===== src/rtl/fetch_sequencer_pkg.sv =====
// -----------------------------------------------------------------------------
// fetch_sequencer_pkg
//   Shared constants for the instruction-fetch sequencer and its return stack:
//   bus-cycle state encoding, opcode values the sequencer must recognise, the
//   program-counter width, return-stack depth and small decode helpers.
// -----------------------------------------------------------------------------
package fetch_sequencer_pkg;

    localparam int unsigned PC_W        = 12;
    localparam int unsigned STACK_DEPTH = 3;

    // Eight-phase bus cycle: three address nibbles out, two ROM nibbles in,
    // three execute phases.
    typedef enum logic [2:0] {
        ST_A1 = 3'd0,
        ST_A2 = 3'd1,
        ST_A3 = 3'd2,
        ST_M1 = 3'd3,
        ST_M2 = 3'd4,
        ST_X1 = 3'd5,
        ST_X2 = 3'd6,
        ST_X3 = 3'd7
    } bus_state_e;

    // Opcode (upper nibble of the first word) values that affect sequencing.
    localparam logic [3:0] OPR_JCN = 4'h1;
    localparam logic [3:0] OPR_FIM = 4'h2;
    localparam logic [3:0] OPR_JUN = 4'h4;
    localparam logic [3:0] OPR_JMS = 4'h5;
    localparam logic [3:0] OPR_ISZ = 4'h7;
    localparam logic [3:0] OPR_BBL = 4'hC;

    // Next bus phase; the 3-bit encoding wraps X3 -> A1 on its own.
    function automatic bus_state_e next_state(input bus_state_e s);
        return bus_state_e'(3'(s) + 3'd1);
    endfunction

    // True when the first word (opr, operand) is followed by a second word.
    // Opcode 0x2 is FIM only with an even operand; odd operand is SRC.
    function automatic logic is_two_word(input logic [3:0] opr,
                                         input logic [3:0] operand);
        logic two;
        two = 1'b0;
        case (opr)
            OPR_JCN, OPR_JUN, OPR_JMS, OPR_ISZ: two = 1'b1;
            OPR_FIM:                            two = ~operand[0];
            default:                            two = 1'b0;
        endcase
        return two;
    endfunction

endpackage


===== src/rtl/fetch_sequencer_if.sv =====
// -----------------------------------------------------------------------------
// fetch_sequencer_if
//   Nibble-wide ROM bus between the fetch sequencer (master) and the ROM or
//   testbench (slave).
//     data_in  : 4  nibble returned by the ROM during M1/M2
//     data_out : 4  address nibble driven during A1/A2/A3
//     data_oe  : 1  high while data_out is valid (A1..A3)
//     sync     : 1  high in X3, marks the start of the next bus cycle
// -----------------------------------------------------------------------------
interface fetch_sequencer_if;

    logic [3:0] data_in;
    logic [3:0] data_out;
    logic       data_oe;
    logic       sync;

    modport master (
        input  data_in,
        output data_out,
        output data_oe,
        output sync
    );

    modport slave (
        output data_in,
        input  data_out,
        input  data_oe,
        input  sync
    );

endinterface


===== src/rtl/fetch_sequencer_pc_stack.sv =====
// -----------------------------------------------------------------------------
// pc_stack
//   Three-entry subroutine return stack used as a circular buffer.
//     clock, reset : synchronous active-high reset clears entries and pointer
//     push_i       : write data_i at the pointer, advance pointer (mod 3)
//     pop_i        : retreat pointer (mod 3); data_o is the entry popped
//     data_i       : 12  return address to push
//     data_o       : 12  current top-of-stack (entry below the pointer)
//   A fourth push overwrites the oldest entry and popping an empty stack just
//   returns whatever entry the pointer wraps onto; neither is flagged.
// -----------------------------------------------------------------------------
module pc_stack
    import fetch_sequencer_pkg::*;
(
    input  logic            clock,
    input  logic            reset,
    input  logic            push_i,
    input  logic            pop_i,
    input  logic [PC_W-1:0] data_i,
    output logic [PC_W-1:0] data_o
);

    logic [PC_W-1:0] entry_q [STACK_DEPTH];
    logic [1:0]      ptr_q;
    logic [1:0]      ptr_prev;
    logic [1:0]      ptr_next;

    always_comb begin
        ptr_prev = (ptr_q == 2'd0) ? 2'd2 : ptr_q - 2'd1;
        ptr_next = (ptr_q == 2'd2) ? 2'd0 : ptr_q + 2'd1;
    end

    assign data_o = entry_q[ptr_prev];

    always_ff @(posedge clock) begin
        if (reset) begin
            for (int unsigned i = 0; i < STACK_DEPTH; i++) begin
                entry_q[i] <= '0;
            end
            ptr_q <= '0;
        end else if (push_i) begin
            entry_q[ptr_q] <= data_i;
            ptr_q          <= ptr_next;
        end else if (pop_i) begin
            ptr_q <= ptr_prev;
        end
    end

endmodule


===== src/rtl/fetch_sequencer.sv =====
// -----------------------------------------------------------------------------
// fetch_sequencer
//   Eight-phase instruction fetch sequencer for a nibble-serial ROM bus.
//   Each bus cycle sends the 12-bit pc as three nibbles, reads an opcode and
//   operand nibble back, then spends three execute phases. Two-word
//   instructions (JCN, FIM, JUN, JMS, ISZ) spend a second bus cycle fetching
//   an 8-bit word2; jumps, calls and returns are resolved at X3.
//   Ports:
//     clock, reset  : system clock, synchronous active-high reset
//     bus           : ROM bus (data_in/data_out/data_oe/sync), master side
//     take_branch   : JCN condition, sampled at X3 of the second word only
//     reg_is_zero   : ISZ condition, sampled at X3 of the second word only
//     inst_opr      : 4  opcode of the current first word
//     inst_operand  : 4  operand of the current first word
//     inst_valid    : 1  one-clock pulse in X1 of every first-word cycle
//     second_word   : 1  high for the whole second cycle of a two-word instr
//     pc            : 12 program counter
// -----------------------------------------------------------------------------
module fetch_sequencer
    import fetch_sequencer_pkg::*;
(
    input  logic                     clock,
    input  logic                     reset,
    fetch_sequencer_if.master        bus,
    input  logic                     take_branch,
    input  logic                     reg_is_zero,
    output logic [3:0]               inst_opr,
    output logic [3:0]               inst_operand,
    output logic                     inst_valid,
    output logic                     second_word,
    output logic [PC_W-1:0]          pc
);

    bus_state_e      state_q;
    logic [PC_W-1:0] pc_q;
    logic [PC_W-1:0] pc_d;
    logic [3:0]      opr_q;
    logic [3:0]      operand_q;
    logic [7:0]      word2_q;
    logic            valid_q;
    logic            second_q;
    logic            sync_q;

    logic            stack_push;
    logic            stack_pop;
    logic [PC_W-1:0] stack_top;

    // Calls push the already-incremented pc (address after the second word);
    // BBL is single-word, so it pops at X3 of its own first-word cycle.
    always_comb begin
        stack_push = (state_q == ST_X3) &&  second_q && (opr_q == OPR_JMS);
        stack_pop  = (state_q == ST_X3) && !second_q && (opr_q == OPR_BBL);
    end

    pc_stack u_pc_stack (
        .clock  (clock),
        .reset  (reset),
        .push_i (stack_push),
        .pop_i  (stack_pop),
        .data_i (pc_q),
        .data_o (stack_top)
    );

    // In-page targets take pc[11:8] after the M2 increment, so a second word
    // sitting at xFF lands on the following page.
    always_comb begin
        pc_d = pc_q;
        case (state_q)
            ST_M2: pc_d = pc_q + 12'd1;
            ST_X3: begin
                if (second_q) begin
                    case (opr_q)
                        OPR_JUN, OPR_JMS: pc_d = {operand_q, word2_q};
                        OPR_JCN: if (take_branch)  pc_d = {pc_q[11:8], word2_q};
                        OPR_ISZ: if (!reg_is_zero) pc_d = {pc_q[11:8], word2_q};
                        default: pc_d = pc_q;
                    endcase
                end else if (opr_q == OPR_BBL) begin
                    pc_d = stack_top;
                end
            end
            default: pc_d = pc_q;
        endcase
    end

    always_ff @(posedge clock) begin
        if (reset) begin
            state_q   <= ST_A1;
            pc_q      <= '0;
            opr_q     <= '0;
            operand_q <= '0;
            word2_q   <= '0;
            valid_q   <= 1'b0;
            second_q  <= 1'b0;
            sync_q    <= 1'b0;
        end else begin
            state_q <= next_state(state_q);
            pc_q    <= pc_d;
            // Registered flags are set one phase early so they are high
            // exactly during X3 (sync) and X1 (inst_valid).
            sync_q  <= (state_q == ST_X2);
            valid_q <= (state_q == ST_M2) && !second_q;
            case (state_q)
                ST_M1: begin
                    if (second_q) word2_q[7:4] <= bus.data_in;
                    else          opr_q        <= bus.data_in;
                end
                ST_M2: begin
                    if (second_q) word2_q[3:0] <= bus.data_in;
                    else          operand_q    <= bus.data_in;
                end
                // Changes only at the cycle boundary, so second_word covers
                // A1..X3 of the second cycle and drops at the next A1.
                ST_X3: second_q <= !second_q && is_two_word(opr_q, operand_q);
                default: ;
            endcase
        end
    end

    always_comb begin
        bus.data_out = '0;
        bus.data_oe  = 1'b0;
        case (state_q)
            ST_A1: begin bus.data_out = pc_q[3:0];  bus.data_oe = 1'b1; end
            ST_A2: begin bus.data_out = pc_q[7:4];  bus.data_oe = 1'b1; end
            ST_A3: begin bus.data_out = pc_q[11:8]; bus.data_oe = 1'b1; end
            default: ;
        endcase
    end

    assign bus.sync     = sync_q;
    assign inst_opr     = opr_q;
    assign inst_operand = operand_q;
    assign inst_valid   = valid_q;
    assign second_word  = second_q;
    assign pc           = pc_q;

endmodule


===== src/flat_wrapper.sv =====
// flat-port wrapper written by rule: the top's interface ports become plain ports
module fetch_sequencer_flat import fetch_sequencer_pkg::*;
  (clock, reset, take_branch, reg_is_zero, inst_opr, inst_operand, inst_valid, second_word, pc, bus_data_in, bus_data_out, bus_data_oe, bus_sync);
  fetch_sequencer_if bus_i ();
  input  logic clock;
  input  logic reset;
  input  logic take_branch;
  input  logic reg_is_zero;
  output logic [3:0] inst_opr;
  output logic [3:0] inst_operand;
  output logic inst_valid;
  output logic second_word;
  output logic [PC_W-1:0] pc;
  input wire logic [$bits(bus_i.data_in)-1:0] bus_data_in;
  output wire logic [$bits(bus_i.data_out)-1:0] bus_data_out;
  output wire logic [$bits(bus_i.data_oe)-1:0] bus_data_oe;
  output wire logic [$bits(bus_i.sync)-1:0] bus_sync;
  assign bus_i.data_in = bus_data_in;
  assign bus_data_out = bus_i.data_out;
  assign bus_data_oe = bus_i.data_oe;
  assign bus_sync = bus_i.sync;
  fetch_sequencer u_core (.clock(clock), .reset(reset), .bus(bus_i), .take_branch(take_branch), .reg_is_zero(reg_is_zero), .inst_opr(inst_opr), .inst_operand(inst_operand), .inst_valid(inst_valid), .second_word(second_word), .pc(pc));
endmodule

===== config.mk =====
export PLATFORM = sky130hd
export DESIGN_NAME = fetch_sequencer_flat
export DESIGN_NICKNAME = d
export VERILOG_FILES = /design/src/rtl/fetch_sequencer_pkg.sv /design/src/rtl/fetch_sequencer_if.sv /design/src/rtl/fetch_sequencer_pc_stack.sv /design/src/rtl/fetch_sequencer.sv /design/src/flat_wrapper.sv
export SDC_FILE = /design/constraint.sdc
export NUM_CORES = 1
export LEC_CHECK = 0
export ABC_AREA = 1
export BUFFER_PORTS_ARGS = -buffer_cell sky130_fd_sc_hd__buf_4
export CAP_MARGIN = 30
export CORE_ASPECT_RATIO = 0.6
export CORE_MARGIN = 5
export CORE_UTILIZATION = 40
export DETAILED_ROUTE_END_ITERATION = 8
export MAX_ROUTING_LAYER = met4
export PLACE_DENSITY_LB_ADDON = 0.05
export SETUP_SLACK_MARGIN = 0.5
export SLEW_MARGIN = 20
export SYNTH_ARGS = -nofsm -noshare
export SYNTH_HDL_FRONTEND = slang
export SYNTH_HIERARCHICAL = 1
export SYNTH_SLANG_ARGS = --single-unit

===== constraint.sdc =====
create_clock -name clock -period 3.1 [get_ports clock]
set_input_delay 0.465 -clock clock [delete_from_list [all_inputs] [get_ports clock]]
set_output_delay 0.465 -clock clock [all_outputs]
set_load 0.01 [all_outputs]

==> summary.md <==
The flow ran to the end, and the final reports show no timing, DRC or antenna violations. The tools report the gate count after technology mapping as 536. The run gives 0 as the count of final max-slew check failures.

Across the VDD grid, the largest voltage drop is 0.320 mV. The clock skew after layout is 10.5 ps, and the worst hold path stage count is 2. Family with the most delay on the worst path: simple AND/OR/NAND/NOR gates. The worst path uses 76.8% of the clock period. Summed over all nets, the switching power comes to 632 µW. The first global-routing pass estimated 18.8 mm of wire. Of the total power, the share spent switching nets is 25.7%. The count of input and output buffers is 35, and the worst-margin pin slew is 724 ps.

The cell taking the most area after synthesis is sky130_fd_sc_hd__edfxtp_1. Dividing the detail-routed wire length by the instance count gives 16.1 µm. Based on the critical path, the design can be clocked at up to 0.420 GHz. The congestion estimate from routability-driven global placement came to 0.915.

The detailed router finished its first iteration with 348 violations. The number of buffer and inverter stages on the critical path is 1. Once layout is complete, the cells apart from fillers number 718.

The average instance in the mapped netlist occupies 8.45 µm². TritonCTS created 9 clock buffers. The summed instance area of the synthesized netlist is 0.00453 mm², and the CTS clock-pin slew for the worst setup and hold paths is 60 ps.

The yosys synthesis warning count came out at 6. The part of the total power dissipated in sequential elements was 50.7%; the number of diodes added for antenna fixing was 0. TritonCTS built the clock tree. The number of buffers on the longest clock path is 2, and the setup TNS is 0 ps.

The run gives 40.5% as the initial core utilization. The share of cells above drive strength 1 works out to 19.7%. The run gives 0 as the total of endpoints with negative setup slack in the final report.

The overall overflow remaining after global route was 0. Dividing the detail-routed via count by the number of cells gives 5.08. The tools report the total I/O pin count as 36.

CTS saw 84 sinks. The tools report the maximum level of the CTS H-tree as 3. The logs give 340 ps for the clock insertion delay at the later pin of the skew report and 3459 for the via count of the first global-routing pass. The most numerous cell type found on the critical path is sky130_fd_sc_hd__ha_1. The floorplan row count was 30. In this run the worst hold path is classified as primary input to register. Measured along the y axis, the die boundary spans 92.4 µm. The clock network accounts for 41.4% of the total power. From synthesis to final layout, the design area changed by 12.8%.

Wires add up to 11.6 mm. sky130_fd_sc_hd__nand2_1 is the most common cell in the netlist. The number of different library cells used by synthesis comes to 35. For the finished layout, the period the worst path requires is 2380 ps. The signal on the critical path passes through ha_1 -> ha_1 -> nand2_2 -> nor3_1 -> buf_4 -> nand3_4 -> nand2_1. The worst path meets setup with 719 ps of slack.

On the final layout, the worst hold slack is 368 ps. The count of buffers added by post-CTS timing repair for setup came out at 0. The initial antenna violation count is 0, and the number of nets with antenna violations after routing is 0. In this run the clock root is driven by a sky130_fd_sc_hd__clkbuf_16. The portion of total power attributed to combinational logic came out at 7.9%. The placed wire-length estimate came out at 8.69 mm. Entering global routing, the biggest net connects 29 pins.

The final route contains 3651 vias. The cell leakage power was 0.00208 µW. The number of cells on the critical path came out at 7.

Along the worst path, the maximum fanout reaches 12. After the last flow step, the layout net total stands at 589. The finished cells cover 0.00511 mm². The critical path start-end classification is register to register. Dividing total power by cell area gives a power density of 480 mW/mm². Internal power comes to 1820 µW. STA classifies the critical path endpoint as a register.

Total global-route track usage: 18.3%. The critical path's slowest cell was sky130_fd_sc_hd__nand2_1. Setup repair after global routing left no endpoint under its margin. The total die area is 0.0136 mm². Before antenna repair, the detailed router went through 6 iterations.

Kind of launch point of the worst setup path: a register. Counting tap cells, the placed design contains a total of 702 instances. Across the run, the number of max-cap violations was 0. Of the synthesized area, sequential elements account for 47.7%. The worst endpoint required time was 3070 ps. After synthesis, the share of flip-flops with an asynchronous set or reset is 0%.

The number of nets in the synthesized netlist is 556. STA puts the critical path data arrival time at 2360 ps. The total area inside the core boundary comes to 0.0112 mm².

The register bit count reported by yosys works out to 84. The worst slew slack as a fraction of its limit is 51.5%, and the DRC violations left is 0. The minimum setup slack after placement was 680 ps.

The largest stage delay on the critical path is 410 ps, and the number of cell instances on the worst register-to-register path is 7. Main flop type after synthesis: sky130_fd_sc_hd__edfxtp_1. The number of endpoints with negative hold slack in the final report came out at 0.

Sorting the synthesized cells by area gives the leading types as sky130_fd_sc_hd__edfxtp_1 (32%), sky130_fd_sc_hd__dfxtp_1 (16%), sky130_fd_sc_hd__nand2_1 (8.0%), sky130_fd_sc_hd__inv_1 (6.5%), sky130_fd_sc_hd__nor2_1 (6.5%). Area share of the largest cell type after synthesis: 31.8%. The horizontal die dimension was 147 µm. Ranked by instance count, the synthesized netlist is headed by sky130_fd_sc_hd__nand2_1 (96), sky130_fd_sc_hd__inv_1 (79), sky130_fd_sc_hd__nor2_1 (78). The placed instances occupy a cell area of 0.00483 mm². The synthesized design contains 48 enable-type register cells.
## stage by stage
step | total power, µW | utilization, %
after global placement | 1460 | 43.2
after floorplan | 1370 | -
after CTS | 2480 | 45.6
after global routing | 2560 | 45.7
final | 2450 | 45.7
after detailed placement | 1460 | 43.2
## layer usage
layer | part of all wire [%] | GRT usage [%]
met1 | 53 | 27.2
met2 | 40 | 24.7
met3 | 6.5 | 4.65
met4 | 1.1 | 4.42
met5 | 0 | -
## timing repair
item	4_1_cts	5_1_grt
hold buffers	0	0
endpoints found under the setup margin	0	24
gates resized for setup	0	2
endpoints found under the hold margin	0	0
## cells by family (layout without fill, tap and decap cells)
| group | count (synthesis) | count (layout) | synth area share, % |
|---|---|---|---|
| adders and majority gates | 12 | 12 | 3.31 |
| DFF | 84 | 84 | 47.7 |
| xor gates and xnor gates | 1 | 1 | 0.193 |
| buffers and inverters | 102 | 140 | 11.0 |
| AOI/OAI and AO/OA | 94 | 94 | 13.3 |
| and+or+nand+nor | 243 | 243 | 24.5 |
## worst paths after layout
path                                         from                              end  slack [ps]
worst max-delay path            u_core/state_q[0]  u_core/u_pc_stack/entry_q[2][5]         720
worst min-delay path                        reset                u_core/state_q[2]         370
worst max register to register  u_core/state_q[0]  u_core/u_pc_stack/entry_q[2][5]         720
worst min register to register  u_core/word2_q[3]                u_core/word2_q[3]         460
## flip-flops by register name, summed over array words and instances, names as in the netlist
signal	flops
u_core/word2_q	8
u_core/inst_valid	1
u_core/u_pc_stack/ptr_q	2
u_core/inst_operand	4
u_core/u_pc_stack/entry_q	48
u_core/pc	12
u_core/state_q	3
u_core/second_word	1
u_core/bus.sync	1
u_core/inst_opr	4
## area by class of cell
cell class	count	area [µm²]
clock buffer	9	225
clock inverter	7	50.0
fill	1110	6070
inverter	84	318
multi-input combinational	350	1880
sequential	84	2160
tap	144	180
timing repair buffer	40	300
## power by group through the flow
stage	clock network (µW)	logic, µW	registers, µW
after floorplan	0	107	1260
after CTS	1040	194	1240
after global placement	0	193	1270
after detailed placement	0	193	1270
after global routing	1090	219	1250
final	1010	195	1240
## placed cells by master, fill, tap and decap left out, types with 11 or more instances in the layout
cell type	instances
sky130_fd_sc_hd__dfxtp_1	36
sky130_fd_sc_hd__o21ai_0	39
sky130_fd_sc_hd__nor2_1	78
sky130_fd_sc_hd__nand2_2	11
sky130_fd_sc_hd__edfxtp_1	48
sky130_fd_sc_hd__inv_1	79
sky130_fd_sc_hd__ha_1	11
sky130_fd_sc_hd__buf_4	40
sky130_fd_sc_hd__o211ai_2	12
sky130_fd_sc_hd__nand3_1	22
sky130_fd_sc_hd__a21oi_1	28
sky130_fd_sc_hd__nor2_2	23
sky130_fd_sc_hd__nand2_1	94
(Power assumes the default switching activity.)
